File: src/rtl/aes_dec_pkg.sv
// aes_dec_pkg: shared types and constants for the AES decrypt arbiter
package aes_dec_pkg;
  localparam int BLK_W = 128;
  localparam int TIMEOUT_DEF = 64;
  typedef enum logic [1:0] {IDLE, LAUNCH, WAIT, RESP} state_t;
endpackage

File: src/rtl/aes_rr_arb2.sv
// aes_rr_arb2: 2-way round-robin grant with a favoured-index pointer
module aes_rr_arb2 (
  input  logic       clk,
  input  logic       rst_n,
  input  logic [1:0] valid,
  input  logic       en,
  output logic [1:0] grant
);
  logic ptr;
  assign grant = (valid == 2'b11) ? (ptr ? 2'b10 : 2'b01) : valid;
  // favour the loser next time
  always_ff @(posedge clk or negedge rst_n)
    if (!rst_n) ptr <= 1'b0;
    else if (en && |valid) ptr <= ~grant[1];
endmodule

File: src/rtl/aes_dec_arbiter.sv
// aes_dec_arbiter: shares one AES decrypt core between two requesters
// with round-robin grant and a watchdog that aborts stalled jobs.
module aes_dec_arbiter
  import aes_dec_pkg::*;
#(
  parameter int TIMEOUT_CYCLES = TIMEOUT_DEF,
  parameter int CNT_W          = 7
) (
  input  logic             clk,
  input  logic             rst_n,
  input  logic             req0_valid,
  input  logic             req1_valid,
  output logic             req0_ready,
  output logic             req1_ready,
  input  logic [BLK_W-1:0] req0_ct,
  input  logic [BLK_W-1:0] req1_ct,
  input  logic [BLK_W-1:0] req0_key,
  input  logic [BLK_W-1:0] req1_key,
  output logic             rsp_valid,
  input  logic             rsp_ready,
  output logic             rsp_id,
  output logic [BLK_W-1:0] rsp_data,
  output logic             rsp_err,
  output logic             core_decrypt,
  output logic [BLK_W-1:0] core_ct,
  output logic [BLK_W-1:0] core_key,
  input  logic             core_done,
  input  logic [BLK_W-1:0] core_dout,
  output logic             busy
);
  state_t           state, state_n;
  logic             run, arb_en, timeout, granted;
  logic [CNT_W-1:0] wd;
  logic [1:0]       grant;
  // run holds off grants until the first edge after reset release
  assign arb_en       = run && state == IDLE;
  assign req0_ready   = arb_en & grant[0];
  assign req1_ready   = arb_en & grant[1];
  assign granted      = req0_ready | req1_ready;
  assign timeout      = wd == CNT_W'(TIMEOUT_CYCLES - 1);
  assign core_decrypt = state == LAUNCH;
  assign rsp_valid    = state == RESP;
  assign busy         = state != IDLE;
  aes_rr_arb2 u_arb (
    .clk   (clk),
    .rst_n (rst_n),
    .valid ({req1_valid, req0_valid}),
    .en    (arb_en),
    .grant (grant)
  );
  always_comb begin
    state_n = state;
    case (state)
      IDLE:    state_n = granted ? LAUNCH : IDLE;
      LAUNCH:  state_n = WAIT;
      WAIT:    state_n = (core_done || timeout) ? RESP : WAIT;
      RESP:    state_n = rsp_ready ? IDLE : RESP;
      default: state_n = IDLE;
    endcase
  end
  always_ff @(posedge clk or negedge rst_n)
    if (!rst_n) begin
      state <= IDLE;
      run   <= 1'b0;
    end else begin
      state <= state_n;
      run   <= 1'b1;
    end
  always_ff @(posedge clk or negedge rst_n)
    if (!rst_n) begin
      core_ct  <= '0;
      core_key <= '0;
      rsp_id   <= 1'b0;
      wd       <= '0;
      rsp_data <= '0;
      rsp_err  <= 1'b0;
    end else begin
      if (granted) begin
        core_ct  <= req1_ready ? req1_ct : req0_ct;
        core_key <= req1_ready ? req1_key : req0_key;
        rsp_id   <= req1_ready;
      end
      if (state == LAUNCH) wd <= '0;
      else if (state == WAIT && !core_done) wd <= wd + 1'b1;
      // done in the final watchdog cycle still counts as success
      if (state == WAIT && (core_done || timeout)) begin
        rsp_data <= core_done ? core_dout : '0;
        rsp_err  <= !core_done;
      end
    end
endmodule

File: config.mk
export PLATFORM = sky130hd
export DESIGN_NAME = aes_dec_arbiter
export DESIGN_NICKNAME = d
export VERILOG_FILES = /design/src/rtl/aes_dec_pkg.sv /design/src/rtl/aes_rr_arb2.sv /design/src/rtl/aes_dec_arbiter.sv
export SDC_FILE = /design/constraint.sdc
export NUM_CORES = 1
export LEC_CHECK = 0
export ABC_AREA = 1
export BUFFER_PORTS_ARGS = -buffer_cell sky130_fd_sc_hd__buf_4
export CAP_MARGIN = 20
export CORE_AREA = 2 2 399 401
export DETAILED_ROUTE_END_ITERATION = 10
export DIE_AREA = 0 0 401 403
export PLACE_DENSITY = 0.36
export SYNTH_ARGS = -nofsm -noshare
export SYNTH_HDL_FRONTEND = slang
export SYNTH_SLANG_ARGS = --single-unit
File: constraint.sdc
create_clock -name clk -period 4.1 [get_ports clk]
set_clock_uncertainty 0.15 [all_clocks]
set_input_delay 0.205 -clock clk [delete_from_list [all_inputs] [get_ports clk]]
set_output_delay 0.205 -clock clk [all_outputs]
set_load 0.1 [all_outputs]
==> flow_summary.toml <==
[status]
status = "finished, violations left"
failed_checks = "negative hold slack"

[timing]
layout_min_cycle_time_ns = 3.113
rsz0062_at_grt = "no"
worst_slack_ns = 0.9874
hold_viol_final = 2
slew_headroom_pct = 24.44
tns_ns = 0
finalMaxSlewViolations = 0
setup_viol = 0
period_share_pct = 75.92
hold_slack_ns = -0.008123
tightest_slew_ns = 1.133
fmax_ghz = 0.3213

[hold_path]
hp-class = "in2async"

[drt]
ant_nets = 0
drc_errors = 0
avgRoutedWirePerCell_um = 19.70
drtPass1Iterations = 5
vias_per_cell = 3.749
drtIter0Drc = 1463
drt-total-wl_mm = 129.2
vias = 24580

[synth]
yosysSeqAreaShare_pct = 49.41
synth_top_area_share_pct = 49.41
yosysWarnings = 0
synthTopCellsByArea = "dfrtp_1, nand2_1, nand3_1"
synth_cell_type_count = 22
syn_nets = 3472
synth.avg_cell_area_um2 = 7.117
syn_area_um2 = 20110
synthCells = 2825
yosysTopAreaCell = "dfrtp_1"
synth-seq-cells = 397

[grt]
overflow = 0
grt_antenna_before_repair = 63
grt_pass1_wl_mm = 181.9
grtUsageTotal_pct = 15.32
grt_max_degree = 160
grt_pass1_vias = 24730

[clock_network]
htree_num_levels = 2
cts_root_buf = "clkbuf_16"
clk-insertion-delay-late_ns = 0.68
numCtsBuffers = 56
clk_path_buf_depth = 3
cts_tree = "yes"
clock-sinks = 397
clkSlewWorstSetupHoldPaths_ns = 0.06

[finish]
layout-drive-gt1-share_pct = 26.09
layout_common_cells = "buf_4, nand2_1, nand3_1"
final_common_cell = "buf_4"
fillers = 17760
area_delta_synth_final_pct = 91.19
num-nets-final = 5058
fin_cells = 6556

[die]
start_util_pct = 12.77
rows = 146
core-area_um2 = 157500
io-pin-count = 1037
die_h_um = 403
chipWidth_um = 401
die_area_um2 = 161600

[power_and_ir_drop]
power.density_nw_per_um2 = 912.2
pwr-share-comb_pct = 65.7
p_int_mw = 13.35
switching_share_pct = 61.93
ir_drop_v = 0.0005599
p_seq_share_pct = 19.8
clkPwrFrac_pct = 14.5
total_power_mw = 35.06
p_leak_nw = 20.40
p_sw_mw = 21.71

[critical_path]
endpoint_kind = "flop"
crit_path_max_fanout = 66
crit_type = "reg2reg"
cp.required_ns = 4.49
crit_arrival_ns = 3.51
start_kind = "flop"

[placement]
hpwl_mm = 95.39
place.gp.congestion = 0.8750
port_buffers = 1036
dpl_worst_slack_ns = 1.565
dpl.cell_count = 5782

[flow_run]
cap_violations = 0
==> power groups by stage <==
stage | sequential [mW] | clock [mW] | combinational, mW
after floorplan | 19.8 | 0 | 3.36
after global placement | 6.94 | 0 | 22.4
after detailed placement | 6.94 | 0 | 22.4
after CTS | 6.92 | 5.27 | 23.3
after global routing | 7.14 | 5.42 | 23.9
final | 6.93 | 5.08 | 23.0
==> path summary, 6_finish.rpt <==
check / startpoint / end / slack, ns / cells past startpoint
setup / recovery: state[0]$_DFF_PN0_ / core_ct[59]$_DFFE_PN0P_ / 0.99 / 9
hold / removal: rst_n / core_ct[52]$_DFFE_PN0P_ / -0.008 / 2
setup reg to reg: state[0]$_DFF_PN0_ / core_ct[59]$_DFFE_PN0P_ / 0.99 / 9
hold reg to reg: rsp_data[112]$_DFFE_PN0P_ / rsp_data[112]$_DFFE_PN0P_ / 0.32 / 2
max in group asynchronous: rst_n / rsp_data[110]$_DFFE_PN0P_ / 2.63 / 3
min in group clk: req0_key[65] / core_key[65]$_DFFE_PN0P_ / -0.01 / 5
==> layer usage <==
metal	part of all wire (%)	up-vias	track usage, %
li1	-	11750	-
met1	41	11840	18.28
met2	50	785	26.71
met3	5.6	176	3.470
met4	3.2	26	5.713
met5	0.12	-	0
==> per-stage QoR <==
step	area (um^2)	hold slack (ns)	utilization, %
floorplan	20110	-0.2406	-
global placement	30050	0.1457	19.09
detailed placement	30050	0.1456	19.09
CTS	38360	0.009038	24.36
global route	38430	0.02196	24.41
finish	38440	-0.008123	24.41
==> cell usage after synthesis <==
library cell and instances:
buf_1 1, clkbuf_1 31, ha_1 1, nor2_2 1, nand3_2 1, dfrtp_1 397
nor3_1 2, nor2_1 9, conb_1 1, nand4_1 1, nand2_2 2, nand2_1 1042
nor2_4 1, o21ai_0 7, a21oi_2 1, nand3b_1 1, inv_2 3, o22ai_1 1
buf_2 149, buf_4 1, inv_1 523, nand3_1 649
==> worst max-delay path, cell delays in order, from the launching register on <==
cell and delay, ns:
dfrtp_1 0.43, inv_2 0.11, nand2_2 0.07, nor2_4 0.18, buf_12 0.38, buf_4 0.63
nand3_1 0.17, nand3_1 0.15, dlygate4sd3_1 0.57, nand2_1 0.05
==> layout make-up <==
type | count | area [um^2] | share of cell area, %
clock buffer | 83 | 1603 | 4.170
timing repair buffer | 1710 | 14620 | 38.02
antenna | 30 | 75.07 | 0.1953
tap | 2072 | 2592 | 6.744
clock inverter | 18 | 271.5 | 0.7063
sequential | 397 | 9935 | 25.84
inverter | 526 | 1982 | 5.156
multi-input combinational | 1720 | 7365 | 19.16
==> timing repair <==
| action | 4_1_cts | 5_1_grt |
|---|---|---|
| hold buffers | 643 | 0 |
| endpoints found under the hold margin | 479 | 0 |
| endpoints found under the setup margin | 0 | 0 |
| setup buffers | 0 | 0 |
| gates resized for setup | 0 | 0 |
==> cell families after synthesis <==
family | synth area share (%)
fa+ha+maj | 0.06222
compound gates | 0.2489
simple gates | 36.09
other cells | 0.01865
flops | 49.41
buf+inv | 14.16
==> state kept, by name, indices dropped and copies added, names as in the netlist <==
register and flops:
rsp_err 1, core_ct 128, run 1, rsp_data 128, u_arb.ptr 1, rsp_id 1, wd 7, core_key 128
state 2
Power figures use the tool's default switching activity.
